===== src/rtl/decode_instr_queue_if.sv =====
// Fetch/decode handshake bundle for decode_instr_queue.
// master: fetch side plus decode stall (drives in_*, stall; observes out_*, fetch_stall).
// slave : the queue itself (consumes in_*, stall; drives out_*, fetch_stall).
interface decode_instr_queue_if #(
   parameter int unsigned WIDTH     = 32,
   parameter int unsigned PC_WIDTH  = 32,
   parameter int unsigned EXC_WIDTH = 8
);
   logic                 in_valid;
   logic [WIDTH-1:0]     in_instr;
   logic [PC_WIDTH-1:0]  in_pc;
   logic [EXC_WIDTH-1:0] in_exc;
   logic                 stall;
   logic                 out_valid;
   logic [WIDTH-1:0]     out_instr;
   logic [PC_WIDTH-1:0]  out_pc;
   logic [EXC_WIDTH-1:0] out_exc;
   logic                 fetch_stall;

   modport master (
      output in_valid, in_instr, in_pc, in_exc, stall,
      input  out_valid, out_instr, out_pc, out_exc, fetch_stall
   );

   modport slave (
      input  in_valid, in_instr, in_pc, in_exc, stall,
      output out_valid, out_instr, out_pc, out_exc, fetch_stall
   );
endinterface


===== src/rtl/decode_instr_queue.sv =====
// Fetch-to-decode FWFT instruction queue with fetch backpressure, post-flush
// wrong-path discard and sticky overflow detection.
// Ports:
//   clk, rst      clock, synchronous active-high reset
//   clk_en, halt  freeze all state when clk_en=0 or halt=1
//   flush         pipeline redirect, empties the queue
//   bus           fetch input / decode output handshake (slave modport)
//   count         current occupancy
//   overflow      sticky: a word arrived into a full, non-popping queue
module decode_instr_queue #(
   parameter int unsigned WIDTH         = 32,
   parameter int unsigned PC_WIDTH      = 32,
   parameter int unsigned EXC_WIDTH     = 8,
   parameter int unsigned DEPTH         = 4,
   parameter int unsigned SKID          = 2,
   parameter int unsigned FLUSH_DISCARD = 2
) (
   input  logic                         clk,
   input  logic                         rst,
   input  logic                         clk_en,
   input  logic                         halt,
   input  logic                         flush,
   decode_instr_queue_if.slave          bus,
   output logic [$clog2(DEPTH+1)-1:0]   count,
   output logic                         overflow
);
   localparam int unsigned AW = $clog2(DEPTH);
   localparam int unsigned CW = $clog2(DEPTH + 1);
   localparam int unsigned DW = (FLUSH_DISCARD > 0) ? $clog2(FLUSH_DISCARD + 1) : 1;

   typedef struct packed {
      logic [EXC_WIDTH-1:0] exc;
      logic [PC_WIDTH-1:0]  pc;
      logic [WIDTH-1:0]     instr;
   } entry_t;

   entry_t          mem [DEPTH];
   logic [AW-1:0]   rd_ptr;
   logic [AW-1:0]   wr_ptr;
   logic [DW-1:0]   discard;

   logic            enable_c;
   logic            full_c;
   logic            pop_c;
   logic            accept_c;
   logic            drop_full_c;

   // Datapath qualifiers derived from registered state and this cycle's inputs
   always_comb begin
      enable_c    = clk_en && !halt;
      full_c      = (count == CW'(DEPTH));
      pop_c       = (count != '0) && !bus.stall && !flush;
      accept_c    = bus.in_valid && !flush && (discard == '0) && (!full_c || pop_c);
      drop_full_c = bus.in_valid && !flush && (discard == '0) && full_c && !pop_c;
   end

   // Head is presented combinationally; a fresh push shows up only after its write edge
   always_comb begin
      bus.out_valid   = (count != '0);
      bus.out_instr   = mem[rd_ptr].instr;
      bus.out_pc      = mem[rd_ptr].pc;
      bus.out_exc     = mem[rd_ptr].exc;
      // Leaves room for the SKID words already requested from memory
      bus.fetch_stall = (count >= CW'(DEPTH - SKID));
   end

   // Queue state; flush wins over same-cycle push/pop
   always_ff @(posedge clk) begin
      if (rst) begin
         rd_ptr   <= '0;
         wr_ptr   <= '0;
         count    <= '0;
         discard  <= '0;
         overflow <= 1'b0;
         for (int i = 0; i < int'(DEPTH); i++) begin
            mem[i] <= '0;
         end
      end else if (enable_c) begin
         if (flush) begin
            rd_ptr  <= '0;
            wr_ptr  <= '0;
            count   <= '0;
            discard <= DW'(FLUSH_DISCARD);
         end else begin
            if (accept_c) begin
               mem[wr_ptr] <= '{exc: bus.in_exc, pc: bus.in_pc, instr: bus.in_instr};
               wr_ptr      <= wr_ptr + AW'(1);
            end
            if (pop_c) begin
               rd_ptr <= rd_ptr + AW'(1);
            end
            case ({accept_c, pop_c})
               2'b10:   count <= count + CW'(1);
               2'b01:   count <= count - CW'(1);
               default: count <= count;
            endcase
            if (discard != '0) begin
               discard <= discard - DW'(1);
            end
            if (drop_full_c) begin
               overflow <= 1'b1;
            end
         end
      end
   end
endmodule


===== src/flat_wrapper.sv =====
// flat-port wrapper written by rule: the top's interface ports become plain ports
module decode_instr_queue_flat 
#(
   parameter int unsigned WIDTH         = 32,
   parameter int unsigned PC_WIDTH      = 32,
   parameter int unsigned EXC_WIDTH     = 8,
   parameter int unsigned DEPTH         = 4,
   parameter int unsigned SKID          = 2,
   parameter int unsigned FLUSH_DISCARD = 2
)
  (clk, rst, clk_en, halt, flush, count, overflow, bus_in_valid, bus_in_instr, bus_in_pc, bus_in_exc, bus_stall, bus_out_valid, bus_out_instr, bus_out_pc, bus_out_exc, bus_fetch_stall);
  decode_instr_queue_if #(.WIDTH(WIDTH), .PC_WIDTH(PC_WIDTH), .EXC_WIDTH(EXC_WIDTH)) bus_i ();
  input  logic clk;
  input  logic rst;
  input  logic clk_en;
  input  logic halt;
  input  logic flush;
  output logic [$clog2(DEPTH+1)-1:0] count;
  output logic overflow;
  input wire logic [$bits(bus_i.in_valid)-1:0] bus_in_valid;
  input wire logic [$bits(bus_i.in_instr)-1:0] bus_in_instr;
  input wire logic [$bits(bus_i.in_pc)-1:0] bus_in_pc;
  input wire logic [$bits(bus_i.in_exc)-1:0] bus_in_exc;
  input wire logic [$bits(bus_i.stall)-1:0] bus_stall;
  output wire logic [$bits(bus_i.out_valid)-1:0] bus_out_valid;
  output wire logic [$bits(bus_i.out_instr)-1:0] bus_out_instr;
  output wire logic [$bits(bus_i.out_pc)-1:0] bus_out_pc;
  output wire logic [$bits(bus_i.out_exc)-1:0] bus_out_exc;
  output wire logic [$bits(bus_i.fetch_stall)-1:0] bus_fetch_stall;
  assign bus_i.in_valid = bus_in_valid;
  assign bus_i.in_instr = bus_in_instr;
  assign bus_i.in_pc = bus_in_pc;
  assign bus_i.in_exc = bus_in_exc;
  assign bus_i.stall = bus_stall;
  assign bus_out_valid = bus_i.out_valid;
  assign bus_out_instr = bus_i.out_instr;
  assign bus_out_pc = bus_i.out_pc;
  assign bus_out_exc = bus_i.out_exc;
  assign bus_fetch_stall = bus_i.fetch_stall;
  decode_instr_queue #(.WIDTH(WIDTH), .PC_WIDTH(PC_WIDTH), .EXC_WIDTH(EXC_WIDTH), .DEPTH(DEPTH), .SKID(SKID), .FLUSH_DISCARD(FLUSH_DISCARD)) u_core (.clk(clk), .rst(rst), .clk_en(clk_en), .halt(halt), .flush(flush), .bus(bus_i), .count(count), .overflow(overflow));
endmodule

===== config.mk =====
export PLATFORM = sky130hd
export DESIGN_NAME = decode_instr_queue_flat
export DESIGN_NICKNAME = d
export VERILOG_FILES = /design/src/rtl/decode_instr_queue_if.sv /design/src/rtl/decode_instr_queue.sv /design/src/flat_wrapper.sv
export SDC_FILE = /design/constraint.sdc
export NUM_CORES = 1
export LEC_CHECK = 0
export BUFFER_PORTS_ARGS = -buffer_cell sky130_fd_sc_hd__buf_2
export CORE_MARGIN = 5
export CORE_UTILIZATION = 60
export DETAILED_ROUTE_END_ITERATION = 10
export PLACE_DENSITY_LB_ADDON = 0.08
export SYNTH_ARGS = -nofsm -noshare
export SYNTH_HDL_FRONTEND = slang
export SYNTH_SLANG_ARGS = --single-unit

===== constraint.sdc =====
create_clock -name clk -period 6.7 [get_ports clk]
set_clock_uncertainty 0.2 [all_clocks]
set_input_delay 1.34 -clock clk [delete_from_list [all_inputs] [get_ports clk]]
set_output_delay 1.34 -clock clk [all_outputs]
set_load 0.03 [all_outputs]

==> results of run 1 <==
==> logic make-up (layout without fill, tap and decap cells) <==
| family | count (synthesis) | after routing | share of synthesized area [%] |
|---|---|---|---|
| flops | 300 | 300 | 67.7 |
| buf+inv | 67 | 227 | 2.60 |
| simple gates | 326 | 326 | 15.6 |
| xor+xnor | 1 | 1 | 0.0667 |
| mux | 73 | 73 | 12.4 |
| fa+ha+maj | 2 | 2 | 0.248 |
| other cells | 0 | 2 | 0 |
| compound gates | 27 | 27 | 1.39 |
==> final cells by class <==
cell class,instances,area share [%]
Inverter,7,0.175
Clock inverter,24,1.09
Timing Repair Buffer,164,5.61
Clock buffer,32,5.20
Antenna cell,2,0.0334
Sequential cell,300,59.3
Tap cell,280,2.34
Multi-Input combinational cell,429,26.3
==> sequential cells by signal (all words and copies together) (netlist names), named ones only <==
name and count:
u_core.overflow 1, u_core.rd_ptr 2, u_core.wr_ptr 2, u_core.mem 288, u_core.discard 2, u_core.count 3
==> worst max path at each step <==
stage / to / start / depth (start not counted)
2_1_floorplan: u_core.mem[0][0]$_SDFFCE_PN0P_ / halt / 3
3_3_place_gp: u_core.mem[2][26]$_SDFFCE_PN0P_ / halt / 7
3_5_place_dp: u_core.mem[2][24]$_SDFFCE_PN0P_ / halt / 7
4_1_cts: u_core.mem[2][1]$_SDFFCE_PN0P_ / halt / 7
5_1_grt: u_core.mem[2][71]$_SDFFCE_PN0P_ / halt / 7
6_report: u_core.mem[2][62]$_SDFFCE_PN0P_ / halt / 7
==> stage by stage <==
stage               std cells  worst slack, ns
global placement         1180             1.78
floorplan                 796             2.47
detailed placement       1180             1.66
global route             1237             1.92
CTS                      1236             2.23
finish                   1238             2.21
==> cells in the final DEF (no fill, tap or decap), types with 2 or more instances in the layout <==
master / n
nand3_1: 4
mux4_2: 72
nor2_1: 6
diode_2: 2
a31o_4: 2
clkinv_2: 10
clkbuf_16: 31
dfxtp_1: 10
nand3b_1: 2
nor2b_1: 2
a21oi_1: 7
and2_1: 216
nand2_1: 3
nor3_1: 4
buf_4: 8
and3_1: 74
bufinv_16: 2
o21ai_0: 5
edfxtp_1: 288
dfxtp_4: 2
o22ai_1: 2
nand2b_1: 4
clkinv_1: 10
buf_2: 156
inv_1: 6
==> metal layers <==
| metal | vias up | GRT usage [%] |
|---|---|---|
| li1 | 3289 | - |
| met5 | - | 0 |
| met1 | 3669 | 31.9 |
| met3 | 40 | 3.91 |
| met2 | 237 | 36.8 |
| met4 | 6 | 4.71 |
==> power groups by stage <==
| stage | combinational, mW | sequential [mW] | clock, mW |
|---|---|---|---|
| CTS | 0.219 | 2.14 | 1.62 |
| finish | 0.216 | 2.14 | 1.60 |
| detailed placement | 0.218 | 2.18 | 0 |
| global route | 0.232 | 2.14 | 1.70 |
| floorplan | 0.126 | 2.17 | 0 |
| global placement | 0.214 | 2.17 | 0 |
==> worst reg2reg max path, stage by stage, from the launching register on <==
cell and delay, ns:
dfxtp_1 0.50, and4bb_4 0.30, nor4_4 0.24, buf_4 0.96, and3_2 0.88, buf_4 0.50, and2_1 0.21
==> summary.md, run 1 <==
| Metric | Value |
|---|---|
| Synth Warn # | `0` |
| Least-Margin Pin Slew | `1.28 ns` |
| Area Overhead vs Synth | `14.2%` |
| Pins Over Slew Limit | `0` |
| Commonest cells in the netlist | `edfxtp_1, and2_1, and3_1, mux4_2, clkbuf_1` |
| Final ANT Viol Nets | `0` |
| Grt ovf | `0` |
| FF+latch count, synth | `300` |
| Worst path most repeated cell | `buf_4` |
| Ys flop type | `edfxtp_1` |
| TritonRoute pass-1 iters | `5` |
| Pwr Total | `3.95 mW` |
| M1 WL | `11500 um` |
| Share of cells above drive strength 1 | `30.8%` |
| RSZ-0062 raised after global routing | `no` |
| Fin area | `15000 um2` |
| Post-synth top area share | `65.9%` |
| Clk pin slew, worst setup/hold paths | `0.06 ns` |
| Final Cycle Share | `67.0%` |
| Post-CTS Repair Setup Buffers | `0` |
| Comb pwr share | `5.5%` |
| Die W | `158 um` |
| Sw frac | `21.4%` |
| R2R Setup Slk | `2.78 ns` |
| Vias | `7241` |
| Syn Std Cell Area | `13100 um2` |
| Clock sinks | `300` |
| Critical path class | `primary input to register` |
| CP endpoint kind | `register` |
| Count of standard-cell rows | `54` |
| Largest net degree at the start of global routing | `146` |
| Final setup fails | `0` |
| Mapped Nets | `877` |
| P_leak | `5.91 nW` |
| Hold Path Stages | `2` |
| Post-synthesis sequential area ratio | `67.7%` |
| Switch Pwr | `847 uW` |
| Crit path required time | `6.91 ns` |
| Multi-input logic area | `3940 um2` |
| Post-synth EDFFs | `288` |
| First-pass GRT wire length | `42500 um` |
| Clk root buf | `clkbuf_16` |
| Met2 Routed Length | `13700 um` |
| Final Core Density | `69.2%` |
| Initial Util | `60.6%` |
| Vias in the first global route | `7761` |
| Cell with the most instances after synthesis | `edfxtp_1` |
| CTS tree | `yes` |
| R2R depth | `6` |
| Crit-path max cell delay | `0.96 ns` |
| CP Cell Sequence | `buf_2, nand2b_1, nor4_4, buf_4, and3_2, buf_4, and2_1` |
| Crit path max-delay family | `simple AND/OR/NAND/NOR gates` |
| Max Root-Sink Buffers | `3` |
| Post-Synthesis Cells | `796` |
| Post-synth top area cell | `edfxtp_1` |
| Worst-path fanout max | `145` |
| Post-Syn Area per Cell | `16.5 um2` |
| Clock power frac | `40.4%` |
| Worst rel slew slack | `14.9%` |
| CTS Buf Count | `31` |
| Critical Path Source Type | `primary input` |
| Max rail drop VDD | `218 uV` |
| Core Area | `21700 um2` |
| Hold worst-path end | `u_core.discard[0]$_SDFFE_PP0P_` |
| Post-Route WL | `27500 um` |
| Hold_sp | `u_core.discard[0]$_SDFFE_PP0P_` |
| Library cells used by synthesis | `47` |
| Synth top area cells | `edfxtp_1, mux4_2, and2_1` |
| Filler instances | `1466` |
| Global Route Usage Sum | `22.3%` |
| Sequential share of power | `54.1%` |
| Vias/cell | `5.85` |
| GP Congestion | `0.879` |
| Met3 wire len | `1900 um` |
| WL/cell | `22.2 um` |
| Status | `complete, no violations` |
| Area after DPL | `14100 um2` |
| Setup_tns | `0 ns` |
| Htree depth | `1` |
| Worst Path Arrival | `4.70 ns` |
| Type of the most critical hold path | `register to register` |
| Final hold slack | `0.290 ns` |
| WP buf/inv | `3` |
| Post-DP HPWL | `15300 um` |
| DR top layer | `met5` |
| Clk_lat worst skew | `0.54 ns` |
| Critical-path top delay cell | `buf_4` |
| Initial antenna violation count | `4` |
| Min Tclk post-route | `4.49 ns` |
| Die Ht | `158 um` |
| Fmax | `223 MHz` |
| Ys async rst share | `0%` |
| R2R Path Start | `u_core.count[0]$_SDFFE_PP0P_` |
| Storage element area | `8900 um2` |
| Drt drc | `0` |
| Max Cap Viol | `0` |
| Num ports | `157` |
| Full die area | `24900 um2` |
| Post-layout net count | `1014` |
| Resized cells post-CTS | `0` |
| FF-to-FF End | `u_core.mem[2][62]$_SDFFCE_PN0P_` |
| Hold_buf cts | `0` |
| # port buffers | `156` |
| Power Density | `263 nW/um2` |
| Internal power | `3.10 mW` |
| Initial DRC count | `632` |
| Final hold viol count | `0` |
Note: power is estimated with default switching activity, not from simulation.
==> run 2, diff against run 1 <==
--- a/config.mk
+++ b/config.mk
@@ -7,7 +7,7 @@
 export LEC_CHECK = 0
 export BUFFER_PORTS_ARGS = -buffer_cell sky130_fd_sc_hd__buf_2
 export CORE_MARGIN = 5
-export CORE_UTILIZATION = 60
+export CORE_UTILIZATION = 58
 export DETAILED_ROUTE_END_ITERATION = 10
 export PLACE_DENSITY_LB_ADDON = 0.08
 export SYNTH_ARGS = -nofsm -noshare
==> constraint.sdc (replaced) <==
create_clock -name clk -period 4.6 [get_ports clk]
set_clock_uncertainty 0.2 [all_clocks]
set_input_delay 0.92 -clock clk [delete_from_list [all_inputs] [get_ports clk]]
set_output_delay 0.92 -clock clk [all_outputs]
set_load 0.03 [all_outputs]
==> run 2 against run 1 <==
Combinational power rose by 50%; largest cell class unchanged; hold slack lost 0.021 ns; power rose by 47%; clock power up 48%; final cell count up 1.3%; non-clock buffer count up 11; count of clock-buffer cells in the layout up 13.
==> summary.md, run 2 (synthesized netlist as in run 1, its figures left out) <==
| Metric | Value |
|---|---|
| Htree depth | `1 (unchanged)` |
| Final Cycle Share | `79.0%` |
| Max Root-Sink Buffers | `3 (unchanged)` |
| Area Overhead vs Synth | `15.4% (was 14.2%)` |
| First-pass GRT wire length | `43800 um (was 42500 um)` |
| Critical Path Source Type | `register (was primary input)` |
| # port buffers | `156 (unchanged)` |
| Final setup fails | `0 (unchanged)` |
| Num ports | `157 (unchanged)` |
| Worst rel slew slack | `14.7% (was 14.9%)` |
| Leading cell types in the layout, fill and taps excluded | `edfxtp_1, and2_1, buf_2 (unchanged)` |
| Most flops, register | `u_core.mem (unchanged)` |
| Largest net degree at the start of global routing | `145 (was 146)` |
| Crit-path max cell delay | `0.82 ns (was 0.96 ns)` |
| Resized cells post-CTS | `0 (unchanged)` |
| Place WS | `1.14 ns (was 1.66 ns)` |
| Vias | `7292 (was 7241)` |
| Initial Util | `58.5% (was 60.6%)` |
| Die W | `160 um (was 158 um)` |
| Hold_buf cts | `0 (unchanged)` |
| Least-Margin Pin Slew | `1.28 ns (about the same)` |
| Grt ovf | `0 (unchanged)` |
| Clk pin slew, worst setup/hold paths | `0.06 ns (about the same)` |
| Global Route Usage Sum | `21.7% (was 22.3%)` |
| Largest register FFs | `288 (unchanged)` |
| Initial DRC count | `464 (was 632)` |
| Clock sinks | `300 (unchanged)` |
| Final non-filler cell total | `1254 (was 1238)` |
| CTS Buf Count | `31 (unchanged)` |
| Fmax | `275 MHz` |
| Final ANT Viol Nets | `0 (unchanged)` |
| Commonest non-fill, non-tap cell in the layout | `edfxtp_1 (unchanged)` |
| Crit path max-delay family | `flip-flops (was simple AND/OR/NAND/NOR gates)` |
| Pwr Total | `5.80 mW (was 3.95 mW)` |
| TritonRoute pass-1 iters | `5 (unchanged)` |
| CP endpoint kind | `primary output (was register)` |
| Drt drc | `0 (unchanged)` |
| Vias/cell | `5.81 (was 5.85)` |
| Max rail drop VDD | `327 uV (was 218 uV)` |
| Initial antenna violation count | `6 (was 4)` |
| Setup_tns | `0 ns (unchanged)` |
| Critical path class | `register to primary output (was primary input to register)` |
| Share of cells above drive strength 1 | `31.2% (was 30.8%)` |
| Placed Cells | `1196 (was 1180)` |
| Final hold viol count | `0 (unchanged)` |
| Post-route setup slack | `0.967 ns (was 2.21 ns)` |
| Pins Over Slew Limit | `0 (unchanged)` |
| Worst Path Arrival | `2.51 ns (was 4.70 ns)` |
| Clk_lat worst skew | `0.53 ns (was 0.54 ns)` |
| WL/cell | `22.1 um (was 22.2 um)` |
| Biggest regs | `u_core.mem x288, u_core.count x3 (unchanged)` |
| Power Density | `383 nW/um2 (was 263 nW/um2)` |
| Full die area | `25800 um2 (was 24900 um2)` |
| P_leak | `5.98 nW (was 5.91 nW)` |
| CTS tree | `yes (unchanged)` |
| Max Cap Viol | `0 (unchanged)` |
| Final Core Density | `67.6% (was 69.2%)` |
| RSZ-0062 raised after global routing | `no (unchanged)` |
| Post-DP HPWL | `16100 um (was 15300 um)` |
| Type of the most critical hold path | `register to register (unchanged)` |
| Critical-path top delay cell | `dfxtp_4 (was buf_4)` |
| Die Ht | `160 um (was 158 um)` |
| Clk root buf | `clkbuf_16 (unchanged)` |
| Post-layout net count | `1025 (was 1014)` |
| Status | `complete, no violations (unchanged)` |
| R2R Setup Slk | `1.79 ns (was 2.78 ns)` |
| Min Tclk post-route | `3.63 ns` |
| Post-CTS Repair Setup Buffers | `0 (unchanged)` |
| Post-Route WL | `27700 um (was 27500 um)` |
| Worst-path fanout max | `33 (was 145)` |
| Vias in the first global route | `7845 (was 7761)` |
| Core Area | `22400 um2 (was 21700 um2)` |
| Crit path required time | `3.48 ns (was 6.91 ns)` |
| Count of standard-cell rows | `55 (was 54)` |
| WP buf/inv | `2 (was 3)` |
| GP Congestion | `0.758 (was 0.879)` |
| CP Cell Sequence | `buf_4, mux4_2, buf_2 (was buf_2, nand2b_1, nor4_4, buf_4, and3_2, buf_4, and2_1)` |
## run 2: cell count changes in the layout (fill, tap and decap cells not counted), sizes merged
cell	delta
inv	-1
clkinv	-12
clkbuf	+13
buf	+11
## run 2: tightest hold or removal path, delay by kind of cell, from the launching register on
family           cells  cell delay [ns]
flip-flops           1             0.32
AND/OR/NAND/NOR      1             0.07
AO/OA/AOI/OAI        1             0.04
## run 2: per-layer routing
layer	vias up	global-route usage, %	share of wire [%]
li1	3318	-	-
met1	3695	29.3	40
met2	234	36.9	51
met3	37	4.52	7.0
met4	8	4.85	1.4
met5	-	0	0.17
## run 2: where the power goes
group	internal [mW]	switching, mW	total, mW
registers	3.09	0.0280	3.11
logic	0.110	0.215	0.325
clock network	1.40	0.970	2.37
## run 2: layout make-up
class | instances | area (um2)
sequential | 300 | 8900
fill | 1511 | 7280
multi-input combinational | 429 | 3940
timing repair buffer | 175 | 973
clock buffer | 45 | 858
tap | 285 | 357
clock inverter | 11 | 104
inverter | 7 | 26.3
antenna | 2 | 5.00
## run 2: stage by stage
step                      cell area [um2]  hold WS (ns)
final                               15200         0.269
after detailed placement            14200         0.266
after CTS                           15200         0.281
after floorplan                     13100         0.250
after global routing                15200         0.336
after global placement              14200         0.266
## run 2: worst paths after layout
check,from,to,cells past startpoint
setup reg to reg,u_core.count[0]$_SDFFE_PP0P_,u_core.mem[0][71]$_SDFFCE_PN0P_,4
hold reg to reg,u_core.overflow$_SDFFE_PP0P_,u_core.overflow$_SDFFE_PP0P_,2
setup / recovery,register,bus_out_instr[22],3
hold / removal,u_core.overflow$_SDFFE_PP0P_,u_core.overflow$_SDFFE_PP0P_,2
